**config.mk**
```make
export PLATFORM = sky130hd
export DESIGN_NAME = rf_write_arbiter_flat
export DESIGN_NICKNAME = d
export VERILOG_FILES = /design/src/rtl/rf_write_arbiter_if.sv /design/src/rtl/rf_write_arbiter.sv /design/src/flat_wrapper.sv
export SDC_FILE = /design/constraint.sdc
export NUM_CORES = 1
export LEC_CHECK = 0
export BUFFER_PORTS_ARGS = -buffer_cell sky130_fd_sc_hd__buf_4
export CORE_ASPECT_RATIO = 0.9
export CORE_MARGIN = 5
export CORE_UTILIZATION = 25
export CTS_BUF_LIST = sky130_fd_sc_hd__clkbuf_4
export CTS_CLUSTER_DIAMETER = 120
export CTS_CLUSTER_SIZE = 10
export DETAILED_ROUTE_END_ITERATION = 10
export GPL_TIMING_DRIVEN = 1
export HOLD_SLACK_MARGIN = 0.15
export MAX_ROUTING_LAYER = met4
export SLEW_MARGIN = 10
export SYNTH_ARGS = -nofsm -noshare
export SYNTH_HDL_FRONTEND = slang
export SYNTH_SLANG_ARGS = --single-unit
```
**constraint.sdc**
```tcl
create_clock -name clk -period 3.6 [get_ports clk]
set_input_delay 0.18 -clock clk [delete_from_list [all_inputs] [get_ports clk]]
set_output_delay 0.18 -clock clk [all_outputs]
set_load 0.03 [all_outputs]
```
**src/rtl/rf_write_arbiter_if.sv**
```systemverilog
// rf_write_arbiter_if: write-port requester, hazard and register-file signals for rf_write_arbiter
interface rf_write_arbiter_if;
    logic        wb_en_a;
    logic [3:0]  dest_a;
    logic [31:0] result_a;
    logic        valid_b;
    logic [3:0]  dest_b;
    logic [31:0] result_b;
    logic        ready_b;
    logic [3:0]  src1;
    logic [3:0]  src2;
    logic        pend_hit1;
    logic        pend_hit2;
    logic        stall_req;
    logic        writeBackEn;
    logic [3:0]  Dest_wb;
    logic [31:0] Result_WB;
    modport master (
        output wb_en_a, dest_a, result_a, valid_b, dest_b, result_b, src1, src2,
        input  ready_b, pend_hit1, pend_hit2, stall_req, writeBackEn, Dest_wb, Result_WB
    );
    modport slave (
        input  wb_en_a, dest_a, result_a, valid_b, dest_b, result_b, src1, src2,
        output ready_b, pend_hit1, pend_hit2, stall_req, writeBackEn, Dest_wb, Result_WB
    );
endinterface

```
**src/rtl/rf_write_arbiter.sv**
```systemverilog
// rf_write_arbiter: shares the RF write port between pipeline WB (A) and a FIFO-buffered slow unit (B); RF_ARB_BYPASS_EN adds same-cycle B bypass
module rf_write_arbiter #(
    parameter int DEPTH    = 4,
    parameter int MAX_WAIT = 8
) (
    input logic clk,
    input logic rst,
    rf_write_arbiter_if.slave bus
);
    localparam int AW = $clog2(DEPTH);
    localparam int CW = $clog2(MAX_WAIT + 1);
    logic [3:0]       dest_q [DEPTH];
    logic [31:0]      data_q [DEPTH];
    logic [DEPTH-1:0] kill_q, occ, hit1, hit2;
    logic [AW:0]      wr_ptr, rd_ptr, count;
    logic [AW-1:0]    head, tail;
    logic [CW-1:0]    wait_cnt, wait_nxt;
    logic             empty, full, byp, push, pop, head_live, stall_q;
    assign head  = rd_ptr[AW-1:0];
    assign tail  = wr_ptr[AW-1:0];
    assign count = wr_ptr - rd_ptr;
    assign empty = wr_ptr == rd_ptr;
    assign full  = (wr_ptr[AW] != rd_ptr[AW]) && (head == tail);
`ifdef RF_ARB_BYPASS_EN
    assign byp = empty && !bus.wb_en_a && bus.valid_b;
`else
    assign byp = 1'b0;
`endif
    assign push      = bus.valid_b && !full && !byp;
    assign pop       = !bus.wb_en_a && !empty;
    assign head_live = !kill_q[head];
    assign bus.ready_b     = !full;
    assign bus.stall_req   = stall_q;
    assign bus.writeBackEn = bus.wb_en_a || (pop && head_live) || byp;
    assign bus.Dest_wb     = bus.wb_en_a ? bus.dest_a : (pop && head_live) ? dest_q[head] : byp ? bus.dest_b : '0;
    assign bus.Result_WB   = bus.wb_en_a ? bus.result_a : (pop && head_live) ? data_q[head] : byp ? bus.result_b : '0;
    // Occupancy is measured as distance from the head so it stays valid across pointer wrap.
    always_comb begin
        occ  = '0;
        hit1 = '0;
        hit2 = '0;
        for (int i = 0; i < DEPTH; i++) begin
            occ[i]  = {1'b0, AW'(i) - head} < count;
            hit1[i] = dest_q[i] == bus.src1;
            hit2[i] = dest_q[i] == bus.src2;
        end
    end
    assign bus.pend_hit1 = |(occ & ~kill_q & hit1);
    assign bus.pend_hit2 = |(occ & ~kill_q & hit2);
    assign wait_nxt = (empty || pop) ? '0 : (wait_cnt == CW'(MAX_WAIT)) ? wait_cnt : wait_cnt + CW'(1);
    always_ff @(posedge clk) begin
        if (rst) begin
            wr_ptr   <= '0;
            rd_ptr   <= '0;
            kill_q   <= '0;
            wait_cnt <= '0;
            stall_q  <= 1'b0;
        end else begin
            if (push) wr_ptr <= wr_ptr + (AW+1)'(1);
            if (pop) rd_ptr <= rd_ptr + (AW+1)'(1);
            // A newer A write to the same register kills stale B data, including one pushed this cycle.
            for (int i = 0; i < DEPTH; i++)
                kill_q[i] <= (push && tail == AW'(i)) ? (bus.wb_en_a && bus.dest_b == bus.dest_a)
                                                      : kill_q[i] || (bus.wb_en_a && dest_q[i] == bus.dest_a);
            wait_cnt <= wait_nxt;
            stall_q  <= wait_nxt == CW'(MAX_WAIT);
        end
    end
    always_ff @(posedge clk) begin
        if (push) begin
            dest_q[tail] <= bus.dest_b;
            data_q[tail] <= bus.result_b;
        end
    end
endmodule

```
**src/flat_wrapper.sv**
```systemverilog
// flat-port wrapper written by rule: the top's interface ports become plain ports
module rf_write_arbiter_flat 
#(
    parameter int DEPTH    = 4,
    parameter int MAX_WAIT = 8
)
  (clk, rst, bus_wb_en_a, bus_dest_a, bus_result_a, bus_valid_b, bus_dest_b, bus_result_b, bus_src1, bus_src2, bus_ready_b, bus_pend_hit1, bus_pend_hit2, bus_stall_req, bus_writeBackEn, bus_Dest_wb, bus_Result_WB);
  rf_write_arbiter_if bus_i ();
  input logic clk;
  input logic rst;
  input wire logic [$bits(bus_i.wb_en_a)-1:0] bus_wb_en_a;
  input wire logic [$bits(bus_i.dest_a)-1:0] bus_dest_a;
  input wire logic [$bits(bus_i.result_a)-1:0] bus_result_a;
  input wire logic [$bits(bus_i.valid_b)-1:0] bus_valid_b;
  input wire logic [$bits(bus_i.dest_b)-1:0] bus_dest_b;
  input wire logic [$bits(bus_i.result_b)-1:0] bus_result_b;
  input wire logic [$bits(bus_i.src1)-1:0] bus_src1;
  input wire logic [$bits(bus_i.src2)-1:0] bus_src2;
  output wire logic [$bits(bus_i.ready_b)-1:0] bus_ready_b;
  output wire logic [$bits(bus_i.pend_hit1)-1:0] bus_pend_hit1;
  output wire logic [$bits(bus_i.pend_hit2)-1:0] bus_pend_hit2;
  output wire logic [$bits(bus_i.stall_req)-1:0] bus_stall_req;
  output wire logic [$bits(bus_i.writeBackEn)-1:0] bus_writeBackEn;
  output wire logic [$bits(bus_i.Dest_wb)-1:0] bus_Dest_wb;
  output wire logic [$bits(bus_i.Result_WB)-1:0] bus_Result_WB;
  assign bus_i.wb_en_a = bus_wb_en_a;
  assign bus_i.dest_a = bus_dest_a;
  assign bus_i.result_a = bus_result_a;
  assign bus_i.valid_b = bus_valid_b;
  assign bus_i.dest_b = bus_dest_b;
  assign bus_i.result_b = bus_result_b;
  assign bus_i.src1 = bus_src1;
  assign bus_i.src2 = bus_src2;
  assign bus_ready_b = bus_i.ready_b;
  assign bus_pend_hit1 = bus_i.pend_hit1;
  assign bus_pend_hit2 = bus_i.pend_hit2;
  assign bus_stall_req = bus_i.stall_req;
  assign bus_writeBackEn = bus_i.writeBackEn;
  assign bus_Dest_wb = bus_i.Dest_wb;
  assign bus_Result_WB = bus_i.Result_WB;
  rf_write_arbiter #(.DEPTH(DEPTH), .MAX_WAIT(MAX_WAIT)) u_core (.clk(clk), .rst(rst), .bus(bus_i));
endmodule
```
==> metrics.cfg <==
[layout]
fill_cells = 2980
mostFrequentLayoutCell = edfxtp_1
layout.area.seq_sq_mm = 0.00467
final_area_sq_mm = 0.00970
multi_input_area_sq_mm = 0.00256
drive_above_1_share = 0.354
syn_to_final_growth_pct = 28.8
num-nets-final = 782
final_cell_mix = edfxtp_1, buf_4, inv_1

[timing]
relSlewSlack = 0.533
hold_violations = 0
setup_ws_ns = 0.462
min_period_ns = 3.14
setup_viol = 0
drv_slew = 0
tightest_slew_ns = 0.699
setup_tns_ns = 0
skew_ns = 0.0197
rsz0062_at_grt = false
fmax_ghz = 0.319
period_share = 0.872

[job]
cap_violations = 0

[logic_synthesis]
syn-num-nets = 606
yosysSeqAreaShare = 0.619
syn_inst = 505
synthArstFlopShare = 0
yosys_warnings = 0
ys.flop_type = edfxtp_1
syn_area_per_cell_sq_um = 14.9
synth_area_leaders = edfxtp_1, mux4_2, dfxtp_1
synth.cell_area_sq_mm = 0.00753
yosysTopAreaCellShare = 0.574
yosys.area.top_type = edfxtp_1
synth_enable_flop_cells = 144
ys_ff_latch = 161
yosysUniqueCellTypes = 42

[worst_setup_path]
cp-start-kind = flop
r2r_slack_ns = 1.12
r2r-start = u_core.rd_ptr[1]
crit_end = bus_writeBackEn
path_class = reg -> out
crit_required_ns = 3.42
timing.rr.end = u_core.data_q[3][8]
cp_max_fo = 16
endpoint_kind = output pin
worstPathArrival_ns = 2.96
critPathLaunch = u_core.rd_ptr[1]
r2r_cells = 5

[detailed_routing]
drt-wirelength-per-cell_um = 15.8
via_per_inst = 4.13
drt_iter0_markers = 201
wl_um = 17300
drc = 0
vias = 4532
drt_pass1_iterations = 4
ant_nets = 0

[placed_design]
dp_slack_ns = 1.02
gp_congestion = 0.765
hpwl_um = 12000
postPlaceCellArea_sq_mm = 0.00896
numPortBuffers = 124

[die]
core_area_sq_mm = 0.0298
std_cell_rows = 60
io_pins = 125
die_h_um = 175
start_util = 0.253
die-area_sq_mm = 0.0337
die_w_um = 193

[hold_path]
hp-class = in -> reg

[power]
ir_worst_vdd_mv = 0.198
power.leakage_nw = 3.51
power.density_mw_per_mm2 = 474

[global_routing]
grt_pass1_wl_um = 27200
grt_max_degree = 46
grt_antenna_before_repair = 1
grt_use_total = 0.109
gr-total-overflow = 0
grt_pass1_vias = 4840

[clock_network]
clk_latency_ns = 0.55
tritoncts.num_buffers = 17
htreeDepth = 4
cts-root-buf = clkbuf_4
cts_tree = built
clockBufferDepth = 2
clk_pin_slew_ns = 0.16
clock_sinks = 161

[status]
run_status = completed

[worst max-delay path, stage by stage (launching register included)]
cell and delay [ns]:
dfxtp_1 0.44, inv_1 0.14, ha_1 0.32, and2_1 0.47
a21oi_2 0.18, nand2b_2 0.12, buf_4 0.32, or2b_1 0.26
buf_4 0.16
[where the power goes]
group          total, mW  switching [mW]  internal [mW]  leakage, nW
clock network       1.07           0.703          0.363        0.141
logic               1.32           0.726          0.590         1.91
registers           2.21          0.0749           2.14         1.46
[metal layers]
layer,up-vias,global-route usage,part of all wire
li1,2202,-,-
met1,2222,0.141,0.46
met2,99,0.175,0.48
met3,9,0.0278,0.047
met4,0,0.0230,0.0081
met5,-,-,0
[flip-flops by register name (all words and copies together) (netlist names), named ones only]
signal / flops
u_core.bus.stall_req: 1
u_core.kill_q: 4
u_core.wait_cnt: 4
u_core.wr_ptr: 3
u_core.dest_q: 16
u_core.data_q: 128
u_core.rd_ptr: 3
[cells by family (layout without fill, tap and decap cells)]
| kind of cell | after synthesis | count (layout) | synth area share |
|---|---|---|---|
| fa+ha+maj | 17 | 17 | 0.0292 |
| buf+inv | 74 | 263 | 0.0465 |
| xor+xnor | 62 | 62 | 0.0756 |
| flops | 161 | 161 | 0.619 |
| mux | 39 | 39 | 0.113 |
| other cells | 0 | 1 | 0 |
| compound gates | 63 | 63 | 0.0643 |
| simple gates | 89 | 89 | 0.0515 |
[worst min path at each step]
stage	depth (start not counted)	endpoint	slack, ns	from
after floorplan	1	u_core.kill_q[3]	0.26	rst
after global placement	1	u_core.data_q[2][18]	0.38	bus_result_b[18]
after detailed placement	1	u_core.data_q[2][25]	0.38	bus_result_b[25]
after CTS	2	u_core.data_q[0][17]	0.28	bus_result_b[17]
after global routing	2	u_core.data_q[0][7]	0.27	bus_result_b[7]
final	2	u_core.data_q[1][5]	0.36	bus_result_b[5]
[cells in the mapped netlist (all sizes together) (3+ instances only)]
library cell,instances
nand4,3
nand2,45
o21ai,39
nand3,8
dfxtp,17
o21bai,3
buf,10
nor2,17
xor2,37
edfxtp,144
ha,16
a221oi,4
xnor2,24
clkbuf,14
mux4,37
nor4,5
nor3,5
a21oi,9
inv,50
[what timing repair did]
action,in CTS,in global routing
setup buffers,0,0
gates resized for setup,0,0
endpoints found under the hold margin,172,0
hold buffers,46,0
[stage by stage]
| step | hold WS, ns | util | power (mW) | std cells |
|---|---|---|---|---|
| finish | 0.359 | 0.325 | 4.60 | 1098 |
| global route | 0.268 | 0.325 | 4.89 | 1098 |
| CTS | 0.276 | 0.325 | 4.69 | 1097 |
| detailed placement | 0.385 | 0.301 | 3.56 | 1019 |
| global placement | 0.383 | 0.301 | 3.55 | 1019 |
| floorplan | 0.259 | - | 3.16 | 505 |
[area by class of cell]
cell class | instances | share of cell area
inverter | 50 | 0.0193
clock buffer | 17 | 0.0132
tap | 403 | 0.0520
antenna | 1 | 0.000258
multi-input combinational | 270 | 0.264
clock inverter | 15 | 0.0152
timing repair buffer | 181 | 0.155
sequential | 161 | 0.481
Note: power is estimated with default switching activity, not from simulation.
